### src/rtl/async_rx_endpoint_if.sv
// async_rx_endpoint_if: dequeue port plus the gray-coded crossing bundle between the two endpoints
interface async_rx_endpoint_if #(
    parameter int WIDTH = 4,
    parameter int DEPTH = 8
);
    localparam int ADDR = $clog2(DEPTH);
    logic                   deq_ready;
    logic                   deq_valid;
    logic [WIDTH-1:0]       deq_bits;
    logic [WIDTH*DEPTH-1:0] mem;
    logic [ADDR:0]          widx;
    logic [ADDR:0]          ridx;
    logic                   widx_valid;
    logic                   source_reset_n;
    logic                   ridx_valid;
    logic                   sink_reset_n;
    modport master (
        input  deq_valid, deq_bits, ridx, ridx_valid, sink_reset_n,
        output deq_ready, mem, widx, widx_valid, source_reset_n
    );
    modport slave (
        input  deq_ready, mem, widx, widx_valid, source_reset_n,
        output deq_valid, deq_bits, ridx, ridx_valid, sink_reset_n
    );
endinterface

### src/rtl/async_rx_endpoint.sv
// async_rx_endpoint: dequeue-side endpoint of the gray-coded asynchronous crossing
module async_rx_endpoint #(
    parameter int WIDTH = 4,
    parameter int DEPTH = 8,
    parameter int SYNC  = 3
) (
    input logic clock,
    input logic reset,
    async_rx_endpoint_if.slave io
);
    localparam int ADDR = $clog2(DEPTH);
    logic [SYNC-1:0][ADDR:0] widx_sync;
    logic [SYNC-1:0]         src_sync;
    logic [SYNC-1:0]         wv_sync;
    logic [ADDR:0]           rbin, rbin_next, rgray, widx_s;
    logic                    src_ok_s, tx_ready, avail, load;
    logic [WIDTH-1:0]        slots [DEPTH];
    genvar k;
    generate
        for (k = 0; k < DEPTH; k++) begin : g_slot
            assign slots[k] = io.mem[k*WIDTH +: WIDTH];
        end
    endgenerate
    assign widx_s    = widx_sync[SYNC-1];
    assign src_ok_s  = src_sync[SYNC-1];
    assign tx_ready  = src_ok_s & wv_sync[SYNC-1];
    assign avail     = tx_ready & (rgray != widx_s);
    assign load      = avail & (~io.deq_valid | io.deq_ready);
    assign rbin_next = load ? rbin + 1'b1 : rbin;
    assign io.ridx   = rgray;
    // bring the transmitter's index and status flags into the dequeue clock domain
    always_ff @(posedge clock) begin
        if (reset) begin
            widx_sync <= '0;
            src_sync  <= '0;
            wv_sync   <= '0;
        end else begin
            widx_sync <= {widx_sync[SYNC-2:0], io.widx};
            src_sync  <= {src_sync[SYNC-2:0], io.source_reset_n};
            wv_sync   <= {wv_sync[SYNC-2:0], io.widx_valid};
        end
    end
    // read pointer and output register; a transmitter reset drops everything back to index 0
    always_ff @(posedge clock) begin
        if (reset) begin
            rbin            <= '0;
            rgray           <= '0;
            io.deq_valid    <= 1'b0;
            io.deq_bits     <= '0;
            io.ridx_valid   <= 1'b0;
            io.sink_reset_n <= 1'b0;
        end else begin
            io.sink_reset_n <= 1'b1;
            io.ridx_valid   <= src_ok_s;
            if (!src_ok_s) begin
                rbin         <= '0;
                rgray        <= '0;
                io.deq_valid <= 1'b0;
            end else begin
                rbin  <= rbin_next;
                rgray <= rbin_next ^ (rbin_next >> 1);
                if (load) begin
                    io.deq_valid <= 1'b1;
                    io.deq_bits  <= slots[rbin[ADDR-1:0]];
                end else if (io.deq_ready) begin
                    io.deq_valid <= 1'b0;
                end
            end
        end
    end
endmodule

### src/flat_wrapper.sv
// flat-port wrapper written by rule: the top's interface ports become plain ports
module async_rx_endpoint_flat 
#(
    parameter int WIDTH = 4,
    parameter int DEPTH = 8,
    parameter int SYNC  = 3
)
  (clock, reset, io_deq_ready, io_mem, io_widx, io_widx_valid, io_source_reset_n, io_deq_valid, io_deq_bits, io_ridx, io_ridx_valid, io_sink_reset_n);
  async_rx_endpoint_if #(.WIDTH(WIDTH), .DEPTH(DEPTH)) io_i ();
  input logic clock;
  input logic reset;
  input wire logic [$bits(io_i.deq_ready)-1:0] io_deq_ready;
  input wire logic [$bits(io_i.mem)-1:0] io_mem;
  input wire logic [$bits(io_i.widx)-1:0] io_widx;
  input wire logic [$bits(io_i.widx_valid)-1:0] io_widx_valid;
  input wire logic [$bits(io_i.source_reset_n)-1:0] io_source_reset_n;
  output wire logic [$bits(io_i.deq_valid)-1:0] io_deq_valid;
  output wire logic [$bits(io_i.deq_bits)-1:0] io_deq_bits;
  output wire logic [$bits(io_i.ridx)-1:0] io_ridx;
  output wire logic [$bits(io_i.ridx_valid)-1:0] io_ridx_valid;
  output wire logic [$bits(io_i.sink_reset_n)-1:0] io_sink_reset_n;
  assign io_i.deq_ready = io_deq_ready;
  assign io_i.mem = io_mem;
  assign io_i.widx = io_widx;
  assign io_i.widx_valid = io_widx_valid;
  assign io_i.source_reset_n = io_source_reset_n;
  assign io_deq_valid = io_i.deq_valid;
  assign io_deq_bits = io_i.deq_bits;
  assign io_ridx = io_i.ridx;
  assign io_ridx_valid = io_i.ridx_valid;
  assign io_sink_reset_n = io_i.sink_reset_n;
  async_rx_endpoint #(.WIDTH(WIDTH), .DEPTH(DEPTH), .SYNC(SYNC)) u_core (.clock(clock), .reset(reset), .io(io_i));
endmodule
### config.mk
export PLATFORM = sky130hd
export DESIGN_NAME = async_rx_endpoint_flat
export DESIGN_NICKNAME = d
export VERILOG_FILES = /design/src/rtl/async_rx_endpoint_if.sv /design/src/rtl/async_rx_endpoint.sv /design/src/flat_wrapper.sv
export SDC_FILE = /design/constraint.sdc
export NUM_CORES = 1
export LEC_CHECK = 0
export CORE_ASPECT_RATIO = 1.2
export CORE_UTILIZATION = 46
export DETAILED_ROUTE_END_ITERATION = 10
export PLACE_DENSITY_LB_ADDON = 0.1
export SLEW_MARGIN = 20
export SYNTH_ARGS = -nofsm -noshare
export SYNTH_HDL_FRONTEND = slang
export SYNTH_SLANG_ARGS = --single-unit
### constraint.sdc
create_clock -name clock -period 2.9 [get_ports clock]
set_input_delay 0.29 -clock clock [delete_from_list [all_inputs] [get_ports clock]]
set_output_delay 0.29 -clock clock [all_outputs]
set_load 0.01 [all_outputs]
Word-level counts from Yosys, hierarchy flattened
Index checks and enable logic that the tools add are counted.
{"block": "word_totals", "regBits": 33, "latchBits": 0, "mem_bits_rw": 0, "rom_bits": 0, "output_inout_bits": 11, "elab_cells": 32, "n_memories": 0}
{"block": "classes", "add_sub_neg": 1, "multipliers": 0, "n_div": 0, "n_lt_le_gt_ge": 1, "n_eq_ne": 1, "shift": 0, "n_mux": 7, "bitwise_logic": 8, "n_reduce_logical": 3}
{"op": "$bmux W4 S3", "count": 1}
{"op": "$mux W4", "count": 3}
{"op": "$add A4 B1 Y4 const B", "count": 1}
{"op": "$ge A4 B4 Y1 const B", "count": 1}
{"op": "$ne A4 B4 Y1", "count": 1}
{"op": "$not A3 Y4", "count": 1}
{"op": "$xor A4 B3 Y4", "count": 1}
{"op": "$and A1 B1 Y1", "count": 3}
{"op": "$mux W1", "count": 3}
{"op": "$not A1 Y1", "count": 2}
{"op": "$reduce_and A2 Y1", "count": 1}
{"op": "$reduce_bool A2 Y1", "count": 1}
{"op": "$reduce_or A2 Y1", "count": 1}
{"op": "$or A1 B1 Y1", "count": 1}

Logic depth before layout (Yosys ltp)
Gate-level depths: netlist (run 1).
{"block": "depth", "ltp_word": 5, "mapped_depth": 6}

Worst setup path before layout (run 1)
No wires, ideal clock.
{"block": "synth_path", "path_kind": "register to register", "startpoint": "reg u_core.rbin[0]", "endpoint": "reg u_core.io.deq_bits[3]", "setup_ns": 0.134, "arrival_ns": 1.346, "slack_ns": 1.420, "path_stages_with_launch": 5, "cell_sequence": "dfxtp_1 buf_4 mux4_2 mux2i_1 a211oi_1"}
{"block": "synth_between", "elab_chain_cells": 4}
{"element": "start, declared", "line": "async_rx_endpoint.sv:15", "source": "logic [ADDR:0] rbin, rbin_next, rgray, widx_s;"}
{"element": "start signal, assigned", "line": "async_rx_endpoint.sv:60", "source": "rbin <= rbin_next;"}
{"element": "$not A3 Y4 (not written as such)", "line": "async_rx_endpoint.sv:64", "source": "io.deq_bits <= slots[rbin[ADDR-1:0]];"}
{"element": "$bmux W4 S3", "line": "async_rx_endpoint.sv:64"}
{"element": "$mux W4 (not written as such) (2 in a row)", "line": "async_rx_endpoint.sv:64"}
{"element": "end signal, assigned", "line": "async_rx_endpoint.sv:64"}
{"element": "end, declared", "line": "async_rx_endpoint_if.sv:23", "source": "output deq_valid, deq_bits, ridx, ridx_valid, sink_reset_n"}
Every way passes these cells. The select of a mux whose other input is x is not followed.
A chain may end at the register's enable or synchronous reset.

Worst setup path in the final report (run 1)
{"block": "layout_path", "startpoint": "reg u_core.rbin[1]", "endpoint": "reg u_core.rgray[2], in the netlist u_core.io.ridx[2]"}
{"block": "layout_between", "elab_chain_cells": 3}
{"element": "$add A4 B1 Y4", "line": "async_rx_endpoint.sv:29", "source": "assign rbin_next = load ? rbin + 1'b1 : rbin;"}
{"element": "$mux W4", "line": "async_rx_endpoint.sv:29"}
{"element": "$xor A4 B3 Y4", "line": "async_rx_endpoint.sv:61", "source": "rgray <= rbin_next ^ (rbin_next >> 1);"}
{"element": "end signal, assigned", "line": "async_rx_endpoint.sv:61"}
{"element": "end, declared", "line": "async_rx_endpoint.sv:15"}
Every way passes these cells.

==> impl_results.md, run 1 <==
* Layout cell share with drive strength beyond 1 at between 10% and 20%
* Num rows at 21
* Post-CTS Setup Bufs at 0
* Sw power at about 170 µW
* Clk pwr share at 37.5%
* Die height at slightly above 60 µm
* DIE AREA at 3173 µm²
* Max-capacitance violation count at 0
* Status: finished clean
* HPWL after detailed placement at about 2200 µm
* Hold Path Class: reg -> reg
* Worst-case clock buffer depth at 2
* Max frequency at about 0.56 GHz
* Synth Warn # at 0
* Vias post-DR at around 1100
* Final cell count without fillers at around 210
* Drt pass-1 iters at 4
* Worst Skew at between 0.006 and 0.007 ns
* Sum Neg Setup Slack at 0 ns
* Static Leak at a little over 0.7 nW
* Reg2reg end: u_core.io.ridx[2]
* CTS tree: built
* Placed Instance Area at about 1900 µm²
* Residual DRC count at 0
* Worst setup SP type: flop
* Vias in the first global route at roughly 1100
* CTS Hold Buffers Added at 0
* DR vias/cell at about 5.2
* Hold path depth at 1
* Clock-pin slew on the worst setup and hold paths at around 0.1 ns
* Total CTS buffers at 5
* Worst-skew pair later-pin latency at between 0.3 and 0.4 ns
* DR WL/cell at about 13 µm
* Unique cell type count in the Yosys netlist at 32
* Initial antenna violation count at 0
* Placed cells at between 200 and 250
* Relative slew margins at between 60% and 70%
* H-tree depth reported by CTS at 2
* Clock root buffer: clkbuf_4
* Fillers at around 220
* CP max-delay cell: dfxtp_1
* Mapped Area at roughly 1400 µm²
* Seq cells post-synth at 32
* First-pass GRT wire length at around 4300 µm
* Hold Crit Start: u_core.widx_sync[7]
* Number of DRC markers in iteration 0 at 25
* Initial Utilization at 48.74%
* Register area share after synthesis at 47.19%
* Pwr dens at roughly 440 nW/µm²
* Critical path endpoint category: flop
* Die width at 51.59 µm
* Aggregate global-route resource usage at 19.57%
* Routed WL at roughly 2700 µm
* Net Sw Frac at 19.54%
* Ant. Diodes at 0
* Post-CTS Resized at 0
* Area Overhead vs Synth at 44.70%
* Syn Inst Count at 122
* Final setup violating endpoints at 0
* Nets at 218
* Reg2Reg Setup Slack at about 1.1 ns
* R2R depth at 5
* Crit path arrival time at just under 2 ns
* Core area at about 2800 µm²
* Synth Net Count at 164
* Largest net degree at the start of global routing at 24
* Reg power frac at between 50 and 60%
* CP max stage delay at around 0.65 ns
* Final ANT Viol Nets at 0
* GPL Wtd Cong at ~0.80
* Min-Delay Endpoint: u_core.widx_s[3]
* Cell breakdown of the critical path: ha_1 > a21oi_1 > o31a_1 > nor3_1 > nor3b_2
* Period utilisation layout at roughly three fifths
* Post-route cell area at just under 2000 µm²
* Min Tclk post-route at between 1.5 and 2 ns
* Crit Path Category: reg -> reg
* Pint at ~700 µW
* Unrepaired setup endpoints after global routing: false
* Reg2reg start: u_core.rbin[1]
* Global route overflow at 0
* Buffers on Ports at 51
* CTS sink count at 32
* Least-Margin Pin Slew at between 0.5 and 0.6 ns
* Max Fanout on Critical Path at 13
* Avg Inst Size Synth at ~11 µm²
* Gate power share at 10.2%
* Critical path data required time at 3.12 ns
* Worst path top cell family by delay: flip-flops
* Final Hold Fails at 0
* VDD IR max at 281.5 µV
* Num ports at 52
* Buf+Inv Stages, Crit Path at 0
* Slew Viols, Final at 0
[power by group through the flow]
stage / logic, mW / clock network, mW / registers, mW
final: 0.0880 / 0.325 / 0.453
after global routing: 0.0949 / 0.356 / 0.454
after CTS: 0.0889 / 0.331 / 0.453
after detailed placement: 0.0888 / 0 / 0.463
after global placement: 0.0858 / 0 / 0.463
after floorplan: 0.0305 / 0 / 0.463
[worst max-delay path by stage]
stage,slack (ns),depth (start not counted),start,to
final,1.13,5,u_core.rbin[1],u_core.io.ridx[2]
after global routing,1.01,5,u_core.rbin[1],u_core.io.ridx[2]
after CTS,1.12,5,u_core.rbin[1],u_core.io.ridx[2]
after detailed placement,0.96,6,io_deq_ready,u_core.io.ridx[2]
after global placement,1.08,6,io_deq_ready,u_core.io.ridx[2]
after floorplan,1.42,4,u_core.rbin[0],u_core.io.deq_bits[3]
[worst reg2reg max path: cells and delay by family, from the launching register on]
kind	cells	cell delay, ns
DFF	1	0.65
AOI/OAI and AO/OA	2	0.39
adders and majority gates	1	0.32
and+or+nand+nor	2	0.30
[registers in the layout, summed over array words and instances, names as in the netlist, 3 cells and up]
signal,cells
u_core.wv_sync,3
u_core.widx_sync,8
u_core.io.deq_bits,4
u_core.src_sync,3
u_core.widx_s,4
u_core.rbin,3
u_core.io.ridx,4
[cell usage in the layout, fill, tap and decap left out, types with 3 or more instances in the layout]
master and count:
xnor2_1 8, a21oi_1 3, a211oi_1 4, mux2i_1 4, clkdlybuf4s50_1 51, mux4_2 8, nor2b_1 18, nor3_1 4
nor2_1 7, nand2_1 6, clkbuf_4 5, dfxtp_1 32
[routing by layer]
layer	wire, µm	vias up	part of all wire [%]	global-route usage, %
li1	-	536	-	-
met1	1001	516	37	18.67
met2	1461	43	54	35.44
met3	175	7	6.4	7.901
met4	82	0	3.0	11.58
met5	0	-	0	0
[per-stage QoR]
| step | setup WS [ns] | util, % | total power, mW | hold WS (ns) |
|---|---|---|---|---|
| 2_1_floorplan | 1.420 | - | 0.4934 | 0.3616 |
| 3_3_place_gp | 1.079 | 67.79 | 0.5488 | 0.4168 |
| 3_5_place_dp | 0.9592 | 67.79 | 0.5522 | 0.4204 |
| 4_1_cts | 1.116 | 70.53 | 0.8732 | 0.4427 |
| 5_1_grt | 1.015 | 70.53 | 0.9057 | 0.4609 |
| 6_report | 1.127 | 70.53 | 0.8658 | 0.4402 |
[cell usage after synthesis]
library cell	instances	area, µm²
nor2_1	7	26.28
o21ai_0	2	10.01
o31ai_1	1	7.510
and4_4	1	11.26
xnor2_1	8	70.07
a211oi_1	4	30.03
nand3_1	2	10.01
nor3_1	4	20.02
nand2b_1	1	6.260
mux2i_1	4	40.04
nor2_4	1	11.26
clkbuf_1	3	11.26
buf_6	1	11.26
buf_4	2	15.01
a21oi_1	3	15.01
nand2_1	6	22.52
nand4_1	1	6.260
o211ai_1	1	7.510
nor3b_1	1	7.510
nor3b_2	1	12.51
dfxtp_1	32	640.6
inv_1	2	7.510
and3_1	1	6.260
nor4_2	1	12.51
nor2b_1	18	112.6
mux4_2	8	180.2
and4_1	1	8.760
o31a_1	1	8.760
inv_2	1	3.750
o21ai_1	1	5.000
ha_1	1	12.51
a21boi_0	1	7.510
[logic make-up after synthesis]
group	after synthesis	synth area share [%]
compound gates	14	6.728
flops	32	47.19
mux	12	16.22
xor+xnor	8	5.161
buf+inv	9	3.594
simple gates	46	20.19
fa+ha+maj	1	0.9215
[final cells by class]
cell class | instances | area, µm² | share of cell area [%]
clock buffers | 6 | 41.29 | 2.102
clock inverters | 2 | 35.03 | 1.783
inverters | 3 | 11.26 | 0.5732
multi-input cells | 81 | 668.1 | 34.01
flip-flops and latches | 32 | 640.6 | 32.61
well taps | 34 | 42.54 | 2.166
repair buffers | 53 | 525.5 | 26.75
Note: power is estimated with default switching activity, not from simulation.
==> run 2: changes to the inputs <==
--- a/config.mk
+++ b/config.mk
@@ -6,7 +6,7 @@
 export NUM_CORES = 1
 export LEC_CHECK = 0
 export CORE_ASPECT_RATIO = 1.2
-export CORE_UTILIZATION = 46
+export CORE_UTILIZATION = 39
 export DETAILED_ROUTE_END_ITERATION = 10
 export PLACE_DENSITY_LB_ADDON = 0.1
 export SLEW_MARGIN = 20
==> constraint.sdc (replaced) <==
create_clock -name clock -period 1.6 [get_ports clock]
set_input_delay 0.16 -clock clock [delete_from_list [all_inputs] [get_ports clock]]
set_output_delay 0.16 -clock clock [all_outputs]
set_load 0.01 [all_outputs]
==> impl_results.md, run 2 (synthesis gave the netlist of run 1 again) <==
* M2 GR Usage at 30.72% (-4.7 points)
* Clock root buffer: clkbuf_8
* Most frequent cells in the layout: clkdlybuf4s50_1 (51), dfxtp_1 (32), nor2b_1 (18)
* Ant. Diodes at 0 (unchanged)
* Final Hold Fails at 0 (unchanged)
* Crit path arrival time at 1.32 ns (-0.67 ns)
* Biggest register: u_core.widx_sync
* Routed WL at 2805 µm (+3.1%)
* Final cell count without fillers at 220 (+4.3%)
* Area Overhead vs Synth at 51.52%
* CTS Hold Buffers Added at 0 (unchanged)
* CP max stage delay at 0.52 ns (-0.13 ns)
* Final setup margin at 0.1192 ns (-1.008 ns)
* Largest net degree at the start of global routing at 23 (-4.2%)
* Most common cell after layout, fill and taps aside: clkdlybuf4s50_1
* Core area at 3338 µm² (+20%)
* Aggregate global-route resource usage at 16.21% (-3.4 points)
* HPWL after detailed placement at 2231 µm (+2.5%)
* Slew Viols, Final at 0 (unchanged)
* Global route overflow at 0 (unchanged)
* Layout cell share with drive strength beyond 1 at 15.30% (+2.9 points)
* Met1 global-route usage at 15.53% (-3.1 points)
* Hold Path Class: in -> reg
* DR vias/cell at 5.091 (-2.5%)
* WHS at 0.4163 ns (-0.02389 ns)
* Die width at 55.86 µm (+8.3%)
* Pwr dens at 837.4 nW/µm² (+90%)
* CTS tree: built
* First-pass GRT wire length at 4547 µm (+6.0%)
* Fillers at 292 (+31%)
* Initial antenna violation count at 0 (unchanged)
* Max Fanout on Critical Path at 4 (-9)
* Unrepaired setup endpoints after global routing: false
* Buf+Inv Stages, Crit Path at 2 (+2)
* Initial Utilization at 40.67% (-8.1 points)
* Least-Margin Pin Slew at 0.2551 ns (-0.2462 ns)
* Number of DRC markers in iteration 0 at 11 (-56%)
* Min Tclk post-route at roughly 1.5 ns
* VDD IR max at 669.6 µV (+140%)
* CP max-delay cell: clkdlybuf4s50_1
* Worst-skew pair later-pin latency at 0.28 ns (-0.05 ns)
* Status: finished clean
* Num ports at 52 (unchanged)
* Vias post-DR at 1120 (+1.6%)
* CTS sink count at 32 (unchanged)
* Num rows at 23 (+9.5%)
* Clock-pin slew on the worst setup and hold paths at 0.07 ns (-0.03 ns)
* GPL Wtd Cong at 0.7907 (-1.3%)
* Vias in the first global route at 1095 (+3.3%)
* H-tree depth reported by CTS at 2 (unchanged)
* Max FFs per register at 8 (unchanged)
* Top Usage Layer GRT: met2
* Critical path endpoint category: output port
* Hold Crit Start: reset
* Worst-case clock buffer depth at 2 (unchanged)
* Worst path top cell family by delay: buffers and inverters
* DIE AREA at 3722 µm² (+17%)
* Die height at 66.63 µm (+8.3%)
* Residual DRC count at 0 (unchanged)
* Met3 global-route usage at 6.214% (-1.7 points)
* Buffers on Ports at 51 (unchanged)
* Tot Pwr at 1.722 mW (+99%)
* Worst Skew at 0.005664 ns (-0.0005741 ns)
* Final setup violating endpoints at 0 (unchanged)
* Max frequency at 0.6753 GHz
* Final ANT Viol Nets at 0 (unchanged)
* Cell breakdown of the critical path: buf_4 > clkdlybuf4s50_1
* DR WL/cell at 12.75 µm (-1.1%)
* Worst setup SP type: flop
* Place WS at -0.04402 ns (-1.003 ns)
* Max-capacitance violation count at 0 (unchanged)
* Nets at 224 (+2.8%)
* Worst setup startpoint: u_core.io.ridx[3]
* Critical path data required time at 1.44 ns (-1.68 ns)
* Total CTS buffers at 5 (unchanged)
* Drt pass-1 iters at 4 (unchanged)
* Reg2reg start: u_core.rbin[0]
* Relative slew margins at 82.86% (+16 points)
* Placed cells at 212 (+4.4%)
* Crit Path Category: reg -> out
* Static Leak at 0.7530 nW (+6.7%)
* Period utilisation layout at between 90% and 100%
-- run 2: cell count changes in the layout (fill, tap and decap cells not counted), sizes merged --
cell  previous run  this run
buf              2         8
-- run 2: what timing repair did --
item | in CTS | in global routing
buffers inserted | 0 | 0
endpoints found under the setup margin | 0 | 2
gates resized for setup | 0 | 1
-- run 2: final timing paths --
kind	end	slack (ns)	cells after the start
min reg2reg	u_core.widx_s[2]	0.43	1
min	u_core.io.sink_reset_n	0.42	2
max reg2reg	u_core.io.deq_bits[1]	0.18	4
max	io_ridx[3]	0.12	2
-- run 2: through the flow --
stage,instance area [µm²],setup TNS (ns),util (%)
finish,2057,0,61.62
global route,2057,0,61.62
CTS,2057,0,61.62
detailed placement,1949,-0.1195,58.40
global placement,1949,0,58.40
floorplan,1358,0,-
-- run 2: area by class of cell --
cell class                 count  area [µm²]  share of cell area, %
timing repair buffer          59       583.1                  28.35
inverter                       3       11.26                 0.5474
multi-input combinational     81       668.1                  32.48
clock inverter                 2       35.03                  1.703
tap                           37       46.29                  2.251
clock buffer                   6       72.57                  3.528
sequential                    32       640.6                  31.14
-- run 2: power by group --
group | internal (mW) | switching [mW]
combinational | 0.120 | 0.0397
clock | 0.462 | 0.279
sequential | 0.817 | 0.00497
total | 1.40 | 0.324
-- run 2: per-layer routing --
metal | vias to the layer above | routed length, µm
met5 | - | 0
met4 | 0 | 53
met3 | 7 | 180
met2 | 38 | 1527
met1 | 527 | 1043
li1 | 548 | -
-- run 2: worst reg2reg max path: stages, from the launching register on --
cell	delay (ns)
dfxtp_1	0.39
buf_12	0.17
mux4_2	0.51
mux2i_1	0.14
a211oi_1	0.09
